<file path="src/rtl/multiport_regfile_pkg.sv">
// rtl/multiport_regfile_pkg.sv - shared defaults and helpers for the multi-port register file
package multiport_regfile_pkg;

  localparam int RF_DEF_DATA_W = 32;
  localparam int RF_DEF_ADDR_W = 5;
  localparam int RF_DEF_PEND_W = 2;
  localparam int RF_ZERO_REG   = 0;

  // Largest value a pending counter of width w can hold.
  function automatic int rf_pend_max(input int w);
    return (1 << w) - 1;
  endfunction

endpackage

</file>
<file path="src/rtl/rf_pend_ctr.sv">
// rtl/rf_pend_ctr.sv - saturating pending-writer counter for one register
module rf_pend_ctr
  import multiport_regfile_pkg::*;
#(
  parameter int PEND_W = RF_DEF_PEND_W,
  parameter int NWR_W  = 2
) (
  input  logic              clk,
  input  logic              rst,
  input  logic              inc,
  input  logic [NWR_W-1:0]  dec,
  output logic [PEND_W-1:0] cnt,
  output logic              full
);

  localparam int MAX   = rf_pend_max(PEND_W);
  localparam int SUM_W = ((PEND_W > NWR_W) ? PEND_W : NWR_W) + 1;

  logic [SUM_W-1:0] up;
  logic [SUM_W-1:0] nxt;

  // Claim is added before the writebacks are removed so a claim and a write
  // in the same cycle cancel; stray writebacks floor the count at zero.
  always_comb begin
    up  = SUM_W'(cnt) + SUM_W'(inc);
    nxt = '0;
    if (up > SUM_W'(dec)) begin
      nxt = up - SUM_W'(dec);
    end
    if (nxt > SUM_W'(MAX)) begin
      nxt = SUM_W'(MAX);
    end
  end

  always_ff @(posedge clk) begin
    if (rst) begin
      cnt <= '0;
    end else begin
      cnt <= nxt[PEND_W-1:0];
    end
  end

  assign full = (cnt == PEND_W'(MAX));

endmodule

</file>
<file path="src/rtl/multiport_regfile.sv">
// rtl/multiport_regfile.sv - multi-port register file with pending-write scoreboard; bypass via RF_BYPASS_EN
module multiport_regfile
  import multiport_regfile_pkg::*;
#(
  parameter int DATA_W = RF_DEF_DATA_W,
  parameter int ADDR_W = RF_DEF_ADDR_W,
  parameter int NUM_RD = 2,
  parameter int NUM_WR = 2,
  parameter int PEND_W = RF_DEF_PEND_W
) (
  input  logic                     clk,
  input  logic                     rst,
  input  logic [NUM_WR-1:0]        we,
  input  logic [NUM_WR*ADDR_W-1:0] waddr,
  input  logic [NUM_WR*DATA_W-1:0] wdata,
  input  logic [NUM_RD*ADDR_W-1:0] raddr,
  output logic [NUM_RD*DATA_W-1:0] rdata,
  output logic [NUM_RD-1:0]        rbusy,
  input  logic                     claim_valid,
  input  logic [ADDR_W-1:0]        claim_addr,
  output logic                     claim_ready
);

  localparam int DEPTH = 1 << ADDR_W;
  localparam int NWR_W = $clog2(NUM_WR + 1);
  localparam logic [ADDR_W-1:0] ZERO_ADDR = ADDR_W'(RF_ZERO_REG);

  logic [DATA_W-1:0] mem [DEPTH];
  logic [ADDR_W-1:0] wa  [NUM_WR];
  logic [DATA_W-1:0] wd  [NUM_WR];
  logic [NUM_WR-1:0] wv;
  logic [NWR_W-1:0]  nwr [DEPTH];
  logic [PEND_W-1:0] cnt [DEPTH];
  logic [DEPTH-1:0]  full;
  logic [DEPTH-1:1]  inc;

  always_comb begin
    for (int k = 0; k < NUM_WR; k++) begin
      wa[k] = waddr[k*ADDR_W +: ADDR_W];
      wd[k] = wdata[k*DATA_W +: DATA_W];
      wv[k] = we[k] && (wa[k] != ZERO_ADDR);
    end
  end

  // Number of writebacks landing on each register this cycle.
  always_comb begin
    for (int r = 0; r < DEPTH; r++) begin
      nwr[r] = '0;
      for (int k = 0; k < NUM_WR; k++) begin
        if (wv[k] && (wa[k] == ADDR_W'(r))) begin
          nwr[r] = nwr[r] + NWR_W'(1);
        end
      end
    end
  end

  // Ports are applied in ascending order so the highest index lands last.
  always_ff @(posedge clk) begin
    if (rst) begin
      for (int r = 0; r < DEPTH; r++) begin
        mem[r] <= '0;
      end
    end else begin
      for (int k = 0; k < NUM_WR; k++) begin
        if (wv[k]) begin
          mem[wa[k]] <= wd[k];
        end
      end
    end
  end

  // A full counter still accepts a claim when a writeback frees a slot.
  assign claim_ready = (claim_addr == ZERO_ADDR) || !full[claim_addr] ||
                       (nwr[claim_addr] != '0);

  always_comb begin
    for (int r = 1; r < DEPTH; r++) begin
      inc[r] = claim_valid && claim_ready && (claim_addr == ADDR_W'(r));
    end
  end

  assign cnt[0]  = '0;
  assign full[0] = 1'b0;

  for (genvar r = 1; r < DEPTH; r++) begin : g_ctr
    rf_pend_ctr #(
      .PEND_W (PEND_W),
      .NWR_W  (NWR_W)
    ) u_ctr (
      .clk  (clk),
      .rst  (rst),
      .inc  (inc[r]),
      .dec  (nwr[r]),
      .cnt  (cnt[r]),
      .full (full[r])
    );
  end

  always_comb begin : read_ports
    logic [ADDR_W-1:0] ra;
    logic [DATA_W-1:0] val;
    rdata = '0;
    rbusy = '0;
    for (int i = 0; i < NUM_RD; i++) begin
      ra  = raddr[i*ADDR_W +: ADDR_W];
      val = mem[ra];
`ifdef RF_BYPASS_EN
      for (int k = 0; k < NUM_WR; k++) begin
        if (wv[k] && (wa[k] == ra)) begin
          val = wd[k];
        end
      end
      rbusy[i] = (ra != ZERO_ADDR) && (int'(cnt[ra]) > int'(nwr[ra]));
`else
      rbusy[i] = (ra != ZERO_ADDR) && ((cnt[ra] != '0) || (nwr[ra] != '0));
`endif
      if (ra == ZERO_ADDR) begin
        val = '0;
      end
      rdata[i*DATA_W +: DATA_W] = val;
    end
  end

endmodule
</file>
<file path="config.mk">
export PLATFORM = sky130hd
export DESIGN_NAME = multiport_regfile
export DESIGN_NICKNAME = d
export VERILOG_FILES = /design/src/rtl/multiport_regfile_pkg.sv /design/src/rtl/rf_pend_ctr.sv /design/src/rtl/multiport_regfile.sv
export SDC_FILE = /design/constraint.sdc
export NUM_CORES = 2
export LEC_CHECK = 0
export CORE_MARGIN = 8
export CORE_UTILIZATION = 39
export CTS_BUF_LIST = sky130_fd_sc_hd__clkbuf_2 sky130_fd_sc_hd__clkbuf_4 sky130_fd_sc_hd__clkbuf_8
export CTS_CLUSTER_SIZE = 24
export DETAILED_ROUTE_END_ITERATION = 8
export GPL_ROUTABILITY_DRIVEN = 0
export PLACE_DENSITY_LB_ADDON = 0.2
export SYNTH_ARGS = -nofsm -noshare
export SYNTH_HDL_FRONTEND = slang
export SYNTH_HIERARCHICAL = 1
export SYNTH_SLANG_ARGS = --single-unit
</file>
<file path="constraint.sdc">
create_clock -name clk -period 4.3 [get_ports clk]
set_clock_uncertainty 0.2 [all_clocks]
set_input_delay 0.86 -clock clk [delete_from_list [all_inputs] [get_ports clk]]
set_output_delay 0.86 -clock clk [all_outputs]
set_load 0.02 [all_outputs]
</file>
==> flow_summary_export.csv <==
group,metric,value,unit
power,power,26.6,mW
synth,synth_seq_cells,1086,
global_route,antenna_found_initial,28,
finish,area_delta_synth_final,22.1,%
timing,timing.final.ws_setup,-0.272,ns
setup_path,crit_path_end_kind,"primary output",
setup_path,critPathLaunchType,"primary input",
status,outcome,"finished, violations left",
setup_path,worstRegToRegCells,15,
clock_tree,cts_made_buffers,192,
finish,seq_area,32000,sq um
timing,fmax,219,MHz
detailed_routing,wl_per_cell,38.5,um
synth,synth_edf_count,1024,
setup_path,crit_type,"primary input to primary output",
synth,yosysMostFrequentCell,"edfxtp_1",
placement,hpwl,165,mm
clock_tree,htree_num_levels,4,
synth,synth_seq_area_share,48.3,%
synth,synth_area,66200,sq um
timing,period_needed,4.57,ns
finish,multi_input_comb_area,33200,sq um
synth,synth_top_area_share,46.4,%
synth,syn_avg_cell_area,15.0,sq um
power,peakVddDrop,0.327,mV
setup_path,rrSetupSlack,0.45,ns
timing,tns,-0.696,ns
job,drv_cap,0,
finish,fillers,14500,
floorplan,dieWidth,428,um
worst_hold_path,hold_depth,4,
clock_tree,clockRootBuffer,"clkbuf_8",
timing,hold_violations,0,
setup_path,cp.arrival,3.51,ns
global_route,grt_max_degree,54,
status,violations,"negative setup slack",
global_route,use_met3,8.85,%
global_route,grt_util_met1,38.2,%
placement,io_buffer_count,160,
synth,yosys.area.top_type,"edfxtp_1",
floorplan,die_h,428,um
power,leakagePower,28.5,nW
clock_tree,cts.sinks,1086,
detailed_routing,drtIter0Drc,7068,
detailed_routing,ant_nets,0,
clock_tree,cts.path.max_buffers,3,
power,p_per_area,329,nW/um^2
detailed_routing,drc,0,
timing,slew_viol_final,0,
synth,synth_common_cells,"edfxtp_1, a22o_1, mux4_2, clkbuf_1, nor2_1",
setup_path,critPathMaxFanout,6,
global_route,grt_first_pass_wirelength,391,mm
clock_tree,cts_hold_buf,0,
clock_tree,clk_latency,0.93,ns
synth,ys_async_sr_fraction,0,%
synth,yosys_warnings,6,
synth,synth_area_leaders,"edfxtp_1, mux4_2, a22o_1",
detailed_routing,vias,50200,
detailed_routing,first_pass_iters,6,
timing,slew_headroom,7.89,%
timing,tightest_slew,1.38,ns
finish,drive_above_1_share,41.1,%
clock_tree,cts_tree,"built",
timing,rsz0062_at_grt,"true",
timing,finalCritPeriodShare,106,%
setup_path,cp.required,3.24,ns
worst_hold_path,hold_path.class,"primary input to register",
synth,synth.distinct_cells,59,
global_route,grt.total_usage,29.7,%
floorplan,core-area,169000,sq um
floorplan,rows,151,
synth,synthFlopType,"edfxtp_1",
finish,nets,5212,
floorplan,io_pins,161,
timing,setup_viol,3,
detailed_routing,detail_route.vias_per_cell,6.87,
synth,synthCells,4426,
floorplan,start_util,39.2,%
global_route,grt.overflow.total,0,
floorplan,fp.dieArea,183000,sq um
global_route,grt_busiest_layer,"met2",
global_route,grt_pass1_vias,50900,
clock_tree,clk_pin_slew_worst_paths,0.05,ns
global_route,grt_util_met2,45.7,%
detailed_routing,wl,282,mm
[layer usage]
layer  part of all wire (%)  routed length [um]
met4                    6.0               17000
met3                     13               35500
met5                  0.032                  89
met1                     36              103000
met2                     45              127000
[power by group]
part | leakage (nW) | switching (mW) | total, mW | internal (mW)
clock network | 1.94 | 4.71 | 9.49 | 4.78
registers | 10.3 | 0.288 | 12.5 | 12.2
logic | 16.2 | 2.52 | 4.59 | 2.07
[cells in the final DEF, fill, tap and decap left out, types with 48 or more instances in the layout]
cell type | synthesis | final
clkbuf_8 | 0 | 196
dlygate4sd2_1 | 0 | 54
clkbuf_4 | 0 | 63
buf_12 | 0 | 114
a22o_1 | 989 | 989
edfxtp_1 | 1024 | 1024
mux2i_1 | 68 | 51
buf_4 | 17 | 560
inv_1 | 130 | 125
clkdlybuf4s50_1 | 0 | 70
nor2_1 | 190 | 142
a21oi_1 | 75 | 71
nand2_1 | 56 | 48
ha_2 | 0 | 51
dfxtp_1 | 62 | 62
mux4_2 | 659 | 659
ha_1 | 125 | 57
[stage by stage]
step / hold slack (ns) / util [%] / area, sq um / cells / worst slack, ns
after floorplan: 0.550 / - / 67000 / 4459 / -0.120
after global placement: 0.604 / 44.8 / 75800 / 6911 / -1.51
after detailed placement: 0.594 / 44.8 / 75800 / 6911 / -1.53
after CTS: 0.381 / 47.7 / 80600 / 7296 / -0.269
after global routing: 0.466 / 47.8 / 80800 / 7310 / -0.318
final: 0.500 / 47.8 / 80900 / 7316 / -0.272
[registers in the layout, indices dropped and copies added, names as in the netlist]
name,count
mem,1024
g_ctr.u_ctr/cnt,62
[cells by family after synthesis]
logic type	Yosys count	synth area share [%]
compound gates	1142	14.5
xor+xnor	31	0.410
fa+ha+maj	187	4.24
buf+inv	716	4.47
flops	1086	48.3
mux	729	23.5
other cells	1	0.00566
simple gates	534	4.59
[cell type report]
cell class | count | share of cell area, %
multi-input cells | 2657 | 41.1
well taps | 2218 | 3.43
clock inverters | 91 | 0.596
inverters | 131 | 0.617
flip-flops and latches | 1086 | 39.6
repair buffers | 863 | 10.8
diodes | 12 | 0.0371
clock buffers | 258 | 3.90
[worst max-delay path: stages]
cell,delay [ns]
clkdlybuf4s15_1,0.22
buf_6,0.16
buf_4,0.20
nor3_2,0.07
buf_4,0.14
ha_1,0.32
nor4_1,0.09
mux4_2,0.47
mux2_2,0.30
a211oi_4,0.29
o21ai_4,0.12
o21ai_2,0.12
buf_6,0.15
[worst paths after layout]
| kind | startpoint | endpoint |
|---|---|---|
| setup / recovery | waddr[9] | rbusy[0] |
| hold / removal | rst | g_ctr[9].u_ctr/cnt[0] |
| setup reg to reg | g_ctr[30].u_ctr/cnt[1] | g_ctr[10].u_ctr/cnt[1] |
| hold reg to reg | g_ctr[23].u_ctr/cnt[1] | g_ctr[23].u_ctr/cnt[1] |
[what timing repair did]
action	in CTS	in global routing
pin swaps	44	15
cloned	7	1
resized for setup	325	48
endpoints found under the setup margin	129	72
buffers inserted	29	8
No activity file was read; power rests on OpenSTA's default activity.
==> patch, RTL diff (same flow settings) <==
`NUM_RD`: 2 -> 4.
--- a/src/rtl/multiport_regfile.sv
+++ b/src/rtl/multiport_regfile.sv
@@ -4,7 +4,7 @@
 #(
   parameter int DATA_W = RF_DEF_DATA_W,
   parameter int ADDR_W = RF_DEF_ADDR_W,
-  parameter int NUM_RD = 2,
+  parameter int NUM_RD = 4,
   parameter int NUM_WR = 2,
   parameter int PEND_W = RF_DEF_PEND_W
 ) (
Interface: changed (resized raddr, rbusy and rdata); port bits go from 161 to 237. The function was not compared with the original's and may differ.
==> patch against the unedited design <==
Clock power grew 12%. Sequential cell count is the same. Setup slack better by 0.038 ns. Critical path depth down 3. Highest routed layer unchanged. Wire length up 45%. First-iteration DRC count rose by 63%. Largest cell class unchanged. Synthesized area rose by 25%. Power rose by 18%. Synthesized cell count increased by 21%. Worst hold slack lost 0.025 ns. The flow still finishes with violations (negative setup slack). Critical endpoint unchanged. Final area grew 27%.
==> patch: results (changes against the unedited design) <==
Worst Setup SP=waddr[0]; Hold Path Sink=g_ctr[22].u_ctr/cnt[0]; Iter 0 DRT Violations=11.5k (+63%); largest net degree at the start of global routing=78 (+44%); crit path DAT=3.47 ns (-0.04 ns); post-synthesis mux area share=0.377 (+0.142); complex-gate fraction of the synthesized area=0.116 (-0.0287); met3 usage=0.159 (+0.0710); non-filler instance count after layout=9,018 (+23%); worst reg-to-reg setup slack=0.23 ns (-0.22 ns); CTS Buf Count=199 (+3.6%); final net count=6,302 (+21%); worst r2r path cells=14 (-1); placed inst area=95,700 sq um (+26%); Port Buffer Count=236 (+48%); setup ws final=-0.234 ns (+0.0378 ns); Clk Latency, worst-skew pair=0.98 ns (+0.05 ns); synth unique cells=57 (-3.4%); r2r startpoint=g_ctr[26].u_ctr/cnt[1]; failing checks=negative setup slack; Met3 Wirelength=67.6 mm (+90%); drt wl/cell=45.3 um (+18%); Clock Power=10.6 mW (+12%); outcome=complete, but fails checks; fillers=17.9k (+23%); Vias=67.6k (+35%); Post-DP HPWL=241 mm (+46%); Finished Cell Area=102,000 sq um (+27%); M1 wire length=138 mm (+34%); Synth top cells by count=mux4_2, edfxtp_1, a22o_1; Least-Margin Pin Slew=1.42 ns (+0.0402 ns); met1 Use GR=0.436 (+0.0540); register area share after synthesis=0.388 (-0.0955); placed insts=8,549 (+24%); Adder-Cell Fraction of Synth Area=0.0340 (-0.00837); endpoints failing setup=8 (+5); Max IR drop VDD=374 uV (+14%); met2 global-route usage=0.505 (+0.0475); Int Power=21.5 mW (+13%); xor and xnor fraction of the mapped netlist area=0.00329 (-0.000811); average cell area after synthesis=15.4 sq um (+3.1%); Leak Pwr=35.3 nW (+24%); Setup TNS=-0.928 ns (-0.232 ns)
patch: cell types whose count changed after synthesis, moves of 24 or more:
cell,delta
buf_1,+41
clkbuf_1,+91
mux2i_1,+70
mux4_2,+657
nor2_1,+53
nor4_1,+24
patch: what timing repair did:
item / 4_1_cts / 5_1_grt
pin swaps: 56 / 23
endpoints found under the setup margin: 193 / 97
cloned: 5 / 5
hold buffers: 0 / 0
setup buffers: 51 / 26
resized for setup: 603 / 111
patch: layout make-up:
| type | count | share of cell area |
|---|---|---|
| multi-input cells | 3423 | 0.483 |
| flip-flops and latches | 1086 | 0.313 |
| repair buffers | 1172 | 0.124 |
| well taps | 2821 | 0.0345 |
| clock buffers | 237 | 0.0297 |
| clock inverters | 119 | 0.00982 |
| inverters | 129 | 0.00499 |
| diodes | 31 | 0.000758 |
patch: critical path: stages:
cell and delay [ns]:
buf_6 0.11, or2_4 0.30, nor2_4 0.17, ha_4 0.22, or4_4 0.55, mux4_2 0.48, o21ai_2 0.16, o22ai_1 0.09
a311o_1 0.38, buf_6 0.15
